==> src/rtl/riscv_pkg.sv <==
// Shared constants for the RISC-V pipeline front end: control-bundle layout,
// NOP encoding and the default reset PC.
package riscv_pkg;

    localparam int unsigned CTRL_WIDTH = 10;

    // Bit positions inside the packed decode control bundle (MSB first)
    localparam int unsigned CTRL_REG_WR_EN      = 9;
    localparam int unsigned CTRL_RESULT_SRC_MSB = 8;
    localparam int unsigned CTRL_RESULT_SRC_LSB = 7;
    localparam int unsigned CTRL_MEM_WR_EN      = 6;
    localparam int unsigned CTRL_JUMP           = 5;
    localparam int unsigned CTRL_BRANCH         = 4;
    localparam int unsigned CTRL_ALU_CTRL_MSB   = 3;
    localparam int unsigned CTRL_ALU_CTRL_LSB   = 1;
    localparam int unsigned CTRL_ALU_SRC        = 0;

    typedef enum logic [1:0] {
        RESULT_ALU  = 2'd0,
        RESULT_MEM  = 2'd1,
        RESULT_PC4  = 2'd2
    } result_src_e;

    localparam logic [31:0] NOP_INSTR = 32'h0000_0013;
    localparam logic [31:0] RESET_PC  = 32'h0000_0000;

endpackage

==> src/rtl/riscv_pipe_reg.sv <==
// Generic pipeline register: synchronous reset value, flush value and stall
// hold, with reset > flush > stall > load priority.
module riscv_pipe_reg #(
    parameter int unsigned W         = 32,
    parameter logic [W-1:0] RST_VAL   = '0,
    parameter logic [W-1:0] FLUSH_VAL = '0
) (
    input  logic         iclk,
    input  logic         irst_n,
    input  logic         iflush,
    input  logic         istall,
    input  logic [W-1:0] id,
    output logic [W-1:0] oq
);

    logic [W-1:0] data_d;
    logic [W-1:0] data_q;

    always_comb begin
        data_d = id;
        if (iflush) begin
            data_d = FLUSH_VAL;
        end else if (istall) begin
            data_d = data_q;
        end
    end

    always_ff @(posedge iclk) begin
        if (!irst_n) begin
            data_q <= RST_VAL;
        end else begin
            data_q <= data_d;
        end
    end

    assign oq = data_q;

endmodule

==> src/rtl/riscv_pipe_front_regs.sv <==
// PC, IF/ID and ID/EX pipeline registers with hazard-unit stall/flush controls
// and saturating stall/flush event counters.
module riscv_pipe_front_regs
    import riscv_pkg::*;
#(
    parameter int unsigned MP_XLEN               = 32,
    parameter int unsigned MP_REGFILE_ADDR_WIDTH = 5,
    parameter int unsigned MP_CTRL_WIDTH         = CTRL_WIDTH,
    parameter logic [MP_XLEN-1:0] MP_RESET_PC    = MP_XLEN'(RESET_PC),
    parameter int unsigned MP_CNT_WIDTH          = 16
) (
    input  logic                             iclk,
    input  logic                             irst_n,
    input  logic                             istall_f,
    input  logic                             istall_d,
    input  logic                             iflush_d,
    input  logic                             iflush_e,
    input  logic [MP_XLEN-1:0]               ipc_next,
    input  logic [31:0]                      iinstr_f,
    input  logic [MP_CTRL_WIDTH-1:0]         icontrol_d,
    input  logic [MP_REGFILE_ADDR_WIDTH-1:0] irs1_d,
    input  logic [MP_REGFILE_ADDR_WIDTH-1:0] irs2_d,
    input  logic [MP_REGFILE_ADDR_WIDTH-1:0] ird_d,
    input  logic [MP_XLEN-1:0]               irs1_data_d,
    input  logic [MP_XLEN-1:0]               irs2_data_d,
    input  logic [MP_XLEN-1:0]               iimm_d,
    output logic [MP_XLEN-1:0]               opc_f,
    output logic [MP_XLEN-1:0]               opc_d,
    output logic [MP_XLEN-1:0]               opc_plus4_d,
    output logic [31:0]                      oinstr_d,
    output logic                             ovalid_d,
    output logic                             ovalid_e,
    output logic [MP_CTRL_WIDTH-1:0]         ocontrol_e,
    output logic [MP_REGFILE_ADDR_WIDTH-1:0] ors1_1d,
    output logic [MP_REGFILE_ADDR_WIDTH-1:0] ors2_1d,
    output logic [MP_REGFILE_ADDR_WIDTH-1:0] ord_1d,
    output logic [MP_XLEN-1:0]               ors1_data_e,
    output logic [MP_XLEN-1:0]               ors2_data_e,
    output logic [MP_XLEN-1:0]               oimm_e,
    output logic [MP_XLEN-1:0]               opc_e,
    output logic [MP_XLEN-1:0]               opc_plus4_e,
    output logic [MP_CNT_WIDTH-1:0]          ostall_cnt,
    output logic [MP_CNT_WIDTH-1:0]          oflush_cnt
);

    localparam int unsigned IFID_W = 32 + 1 + 2 * MP_XLEN;
    localparam int unsigned IDEX_W = MP_CTRL_WIDTH + 3 * MP_REGFILE_ADDR_WIDTH + 5 * MP_XLEN + 1;

    // IF/ID bubble: NOP, invalid, both PCs zero; identical for reset and flush
    localparam logic [IFID_W-1:0] IFID_BUBBLE = {NOP_INSTR, 1'b0, {(2 * MP_XLEN){1'b0}}};

    logic [MP_XLEN-1:0] pc_plus4_f;
    logic [IFID_W-1:0]  ifid_d;
    logic [IFID_W-1:0]  ifid_q;
    logic [IDEX_W-1:0]  idex_d;
    logic [IDEX_W-1:0]  idex_q;

    assign pc_plus4_f = opc_f + MP_XLEN'(4);

    riscv_pipe_reg #(
        .W         (MP_XLEN),
        .RST_VAL   (MP_RESET_PC),
        .FLUSH_VAL ('0)
    ) u_pc_reg (
        .iclk   (iclk),
        .irst_n (irst_n),
        .iflush (1'b0),
        .istall (istall_f),
        .id     (ipc_next),
        .oq     (opc_f)
    );

    assign ifid_d = {iinstr_f, 1'b1, opc_f, pc_plus4_f};

    riscv_pipe_reg #(
        .W         (IFID_W),
        .RST_VAL   (IFID_BUBBLE),
        .FLUSH_VAL (IFID_BUBBLE)
    ) u_ifid_reg (
        .iclk   (iclk),
        .irst_n (irst_n),
        .iflush (iflush_d),
        .istall (istall_d),
        .id     (ifid_d),
        .oq     (ifid_q)
    );

    assign {oinstr_d, ovalid_d, opc_d, opc_plus4_d} = ifid_q;

    assign idex_d = {icontrol_d, irs1_d, irs2_d, ird_d,
                     irs1_data_d, irs2_data_d, iimm_d, opc_d, opc_plus4_d, ovalid_d};

    riscv_pipe_reg #(
        .W         (IDEX_W),
        .RST_VAL   ('0),
        .FLUSH_VAL ('0)
    ) u_idex_reg (
        .iclk   (iclk),
        .irst_n (irst_n),
        .iflush (iflush_e),
        .istall (1'b0),
        .id     (idex_d),
        .oq     (idex_q)
    );

    assign {ocontrol_e, ors1_1d, ors2_1d, ord_1d,
            ors1_data_e, ors2_data_e, oimm_e, opc_e, opc_plus4_e, ovalid_e} = idex_q;

    logic [MP_CNT_WIDTH-1:0] stall_cnt_d;
    logic [MP_CNT_WIDTH-1:0] stall_cnt_q;
    logic [MP_CNT_WIDTH-1:0] flush_cnt_d;
    logic [MP_CNT_WIDTH-1:0] flush_cnt_q;

    always_comb begin
        stall_cnt_d = stall_cnt_q;
        flush_cnt_d = flush_cnt_q;
        if ((istall_f | istall_d) && (stall_cnt_q != '1)) begin
            stall_cnt_d = stall_cnt_q + MP_CNT_WIDTH'(1);
        end
        if ((iflush_d | iflush_e) && (flush_cnt_q != '1)) begin
            flush_cnt_d = flush_cnt_q + MP_CNT_WIDTH'(1);
        end
    end

    always_ff @(posedge iclk) begin
        if (!irst_n) begin
            stall_cnt_q <= '0;
            flush_cnt_q <= '0;
        end else begin
            stall_cnt_q <= stall_cnt_d;
            flush_cnt_q <= flush_cnt_d;
        end
    end

    assign ostall_cnt = stall_cnt_q;
    assign oflush_cnt = flush_cnt_q;

endmodule
==> config.mk <==
export PLATFORM = sky130hd
export DESIGN_NAME = riscv_pipe_front_regs
export DESIGN_NICKNAME = d
export VERILOG_FILES = /design/src/rtl/riscv_pkg.sv /design/src/rtl/riscv_pipe_reg.sv /design/src/rtl/riscv_pipe_front_regs.sv
export SDC_FILE = /design/constraint.sdc
export NUM_CORES = 1
export LEC_CHECK = 0
export CAP_MARGIN = 20
export CORE_AREA = 4 4 208 210
export CTS_BUF_LIST = sky130_fd_sc_hd__clkbuf_8
export DETAILED_ROUTE_END_ITERATION = 16
export DIE_AREA = 0 0 212 214
export PLACE_DENSITY = 0.67
export SLEW_MARGIN = 20
export SYNTH_ARGS = -nofsm -noshare
export SYNTH_HDL_FRONTEND = slang
export SYNTH_SLANG_ARGS = --single-unit
==> constraint.sdc <==
create_clock -name iclk -period 1.95 [get_ports iclk]
set_input_delay 0.4875 -clock iclk [delete_from_list [all_inputs] [get_ports iclk]]
set_output_delay 0.4875 -clock iclk [all_outputs]
set_load 0.05 [all_outputs]
==> impl_metrics.tcl <==
set metrics [dict create \
    cts_tree "done" \
    fp.dieArea_um2 45400 \
    cts.sinks 343 \
    syn_nets 1269 \
    grt_pass1_vias 9692 \
    crit_fanout 5 \
    fin_crit_ns 1.84 \
    h-tree-depth 2 \
    fin_crit_sh_pct 94.1 \
    status "complete, no violations" \
    hold_depth 3 \
    vias_per_cell 4.27 \
    max_stage_delay_ns 0.49 \
    path_delay_family "flip-flops" \
    num_io_pins 538 \
    p_leak_nw 8.03 \
    cp-start-kind "register" \
    hold_path.class "input pin to register" \
    nNetsFinal 1858 \
    slew_violations 0 \
    ant_nets 0 \
    crit_slowest_cell "dfxtp_1" \
    numPortBuffers 537 \
    synth_cells 1075 \
    vdd_drop_max_v 0.000512 \
    post_drt_wl_per_cell_um 16.9 \
    core_um2 41600 \
    drt_wl_total_um 38100 \
    grt_max_degree 65 \
    cp_data_required_time_ns 1.46 \
    end_kind "output port" \
    fmaxAchievable_ghz 0.545 \
    drt_iter0_markers 377 \
    slew_headroom_pct 59.4 \
    final_common_cell "dfxtp_1" \
    clk_pin_slew_worst_paths_ns 0.06 \
    powerDensity_nw_per_um2 887 \
    synth_cell_types 40 \
    antenna_found_initial 2 \
    cts_buffers 59 \
    hold_violations 0 \
    dieWidth_um 212 \
    syn_area_per_cell_um2 10.6 \
    gp_routability_congestion 0.788 \
    clock_skew_ns 0.0160 \
    worst_slew_pin_slew_ns 0.609 \
    clock_latency_ns 0.60 \
    cap_violations 0 \
    grtUsageTotal_pct 16.0 \
    worstPathArrival_ns 1.35 \
    grt_pass1_wl_um 57500 \
    area_growth_pct 61.2 \
    fp-row-count 75 \
    setup_tns_ns 0 \
    final_cell_mix "dfxtp_1, buf_4, clkdlybuf4s50_1" \
    cts.path.max_buffers 3 \
    crit_path_cell_trace "buf_4" \
    path_class "register to output port" \
    root_buffer "clkbuf_8" \
    via_count 9598 \
    r2r_cells 6 \
    gr-total-overflow 0 \
    die_y_um 214 \
    holdWs_ns 0.346 \
    post_cts_buffers 0 \
    synth-seq-cells 343 \
    drc_errors 0 \
    final-setup-viol-count 0 \
    dr.pass1.iters 4 \
    ys_warn_count 0 \
    hpwl_um 28900 \
    syn-cell-area_um2 11400 \
    path_buf_inv 1 \
    start_util_pct 27.4 \
    yosysSeqAreaShare_pct 60.2 \
    total_power_mw 16.3 \
    rsz0062_at_grt "false" \
    cp.depth 1 \
    drive_above_1_share_pct 30.3 \
    fillers 3942 \
]
==> final cells by class <==
class | count | area [µm²] | share of cell area [%]
timing repair buffer | 590 | 5270 | 28.7
sequential | 343 | 6880 | 37.5
clock buffer | 74 | 1020 | 5.54
inverter | 8 | 30.0 | 0.163
tap | 539 | 674 | 3.67
antenna | 3 | 7.51 | 0.0409
clock inverter | 31 | 225 | 1.23
multi-input combinational | 662 | 4260 | 23.2
==> cells in the mapped netlist <==
cell | count | area [µm²]
inv_2 | 1 | 3.75
ha_1 | 3 | 37.5
xor2_1 | 29 | 254
clkinv_1 | 1 | 3.75
nor2b_1 | 2 | 12.5
nand4_1 | 18 | 113
o21a_1 | 2 | 15.0
nand2b_1 | 2 | 12.5
o211a_1 | 1 | 10.0
nor4_1 | 6 | 37.5
nand3_1 | 19 | 95.1
nor2_1 | 143 | 537
nand4_4 | 1 | 21.3
buf_1 | 2 | 7.51
buf_2 | 9 | 45.0
and4_1 | 4 | 35.0
nand4_2 | 1 | 12.5
buf_4 | 6 | 45.0
inv_1 | 6 | 22.5
or4_4 | 1 | 11.3
a21oi_1 | 29 | 145
nor4_2 | 3 | 37.5
clkbuf_1 | 45 | 169
dfxtp_1 | 343 | 6870
o31ai_1 | 1 | 7.51
a31oi_1 | 3 | 18.8
o2111ai_1 | 5 | 43.8
nor4b_1 | 2 | 17.5
xnor2_1 | 21 | 184
or3_1 | 5 | 31.3
a211oi_1 | 4 | 30.0
nand2_1 | 21 | 78.8
and2_1 | 187 | 1170
o21ai_0 | 30 | 150
and3_1 | 7 | 43.8
mux2i_1 | 99 | 991
o22ai_2 | 1 | 12.5
o211ai_1 | 2 | 15.0
nand4b_1 | 1 | 8.76
nor3_1 | 9 | 45.0
==> path summary, 6_finish.rpt <==
check	start	endpoint	slack, ns
worst max-delay path	u_pc_reg.oq[30]$_SDFFE_PN0N_	opc_f[30]	0.11
worst min-delay path	istall_d	ostall_cnt[1]$_SDFFE_PN0P_	0.35
worst max register to register	u_pc_reg.oq[2]$_SDFFE_PN0N_	u_ifid_reg.oq[18]$_SDFFE_PP0N_	0.21
worst min register to register	u_ifid_reg.oq[69]$_SDFFE_PP1N_	u_ifid_reg.oq[69]$_SDFFE_PP1N_	0.48
==> worst min-delay path: stages <==
cell	delay [ns]
buf_4	0.14
o22ai_2	0.11
o21ai_0	0.16
==> cell families (layout without fill, tap and decap cells) <==
| family | count (synthesis) | in the layout | synth area share [%] |
|---|---|---|---|
| fa+ha+maj | 3 | 3 | 0.329 |
| mux | 99 | 99 | 8.69 |
| other cells | 0 | 3 | 0 |
| buf+inv | 70 | 703 | 2.60 |
| flops | 343 | 343 | 60.2 |
| xor+xnor | 50 | 50 | 3.84 |
| simple gates | 432 | 432 | 20.4 |
| compound gates | 78 | 78 | 3.93 |
==> routing by layer <==
metal  track usage [%]  wire length (µm)  vias to the layer above
met2              27.6             19100                      315
li1                  -                 -                     4741
met1              18.3             15200                     4479
met4              5.40               889                        0
met5                 0                 0                        -
met3              5.84              2970                       63
==> metrics by stage <==
stage / instances / worst slack, ns / util [%] / instance area (µm²)
2_1_floorplan: 1075 / -0.0141 / - / 11400
3_5_place_dp: 2142 / -0.107 / 41.0 / 17000
6_report: 2250 / 0.115 / 44.2 / 18400
3_3_place_gp: 2142 / -0.0805 / 41.0 / 17000
5_1_grt: 2249 / 0.0169 / 44.2 / 18400
4_1_cts: 2247 / 0.000787 / 44.2 / 18400
==> repair_timing <==
action / in CTS / in global routing
hold buffers: 0 / 0
pin swaps: 0 / 0
gates resized for setup: 189 / 5
setup endpoints to repair: 64 / 5
==> sequential cells by signal, summed over array words and instances, names as in the netlist <==
| register | flops |
|---|---|
| u_idex_reg.oq | 184 |
| u_ifid_reg.oq | 95 |
| ostall_cnt | 16 |
| oflush_cnt | 16 |
| u_pc_reg.oq | 32 |
==> power breakdown <==
| group | leakage, nW | total, mW | internal [mW] | switching (mW) |
|---|---|---|---|---|
| combinational | 4.53 | 2.20 | 0.897 | 1.30 |
| sequential | 2.80 | 7.36 | 7.23 | 0.127 |
| clock | 0.697 | 6.73 | 3.81 | 2.92 |
Note: power is estimated with default switching activity, not from simulation.
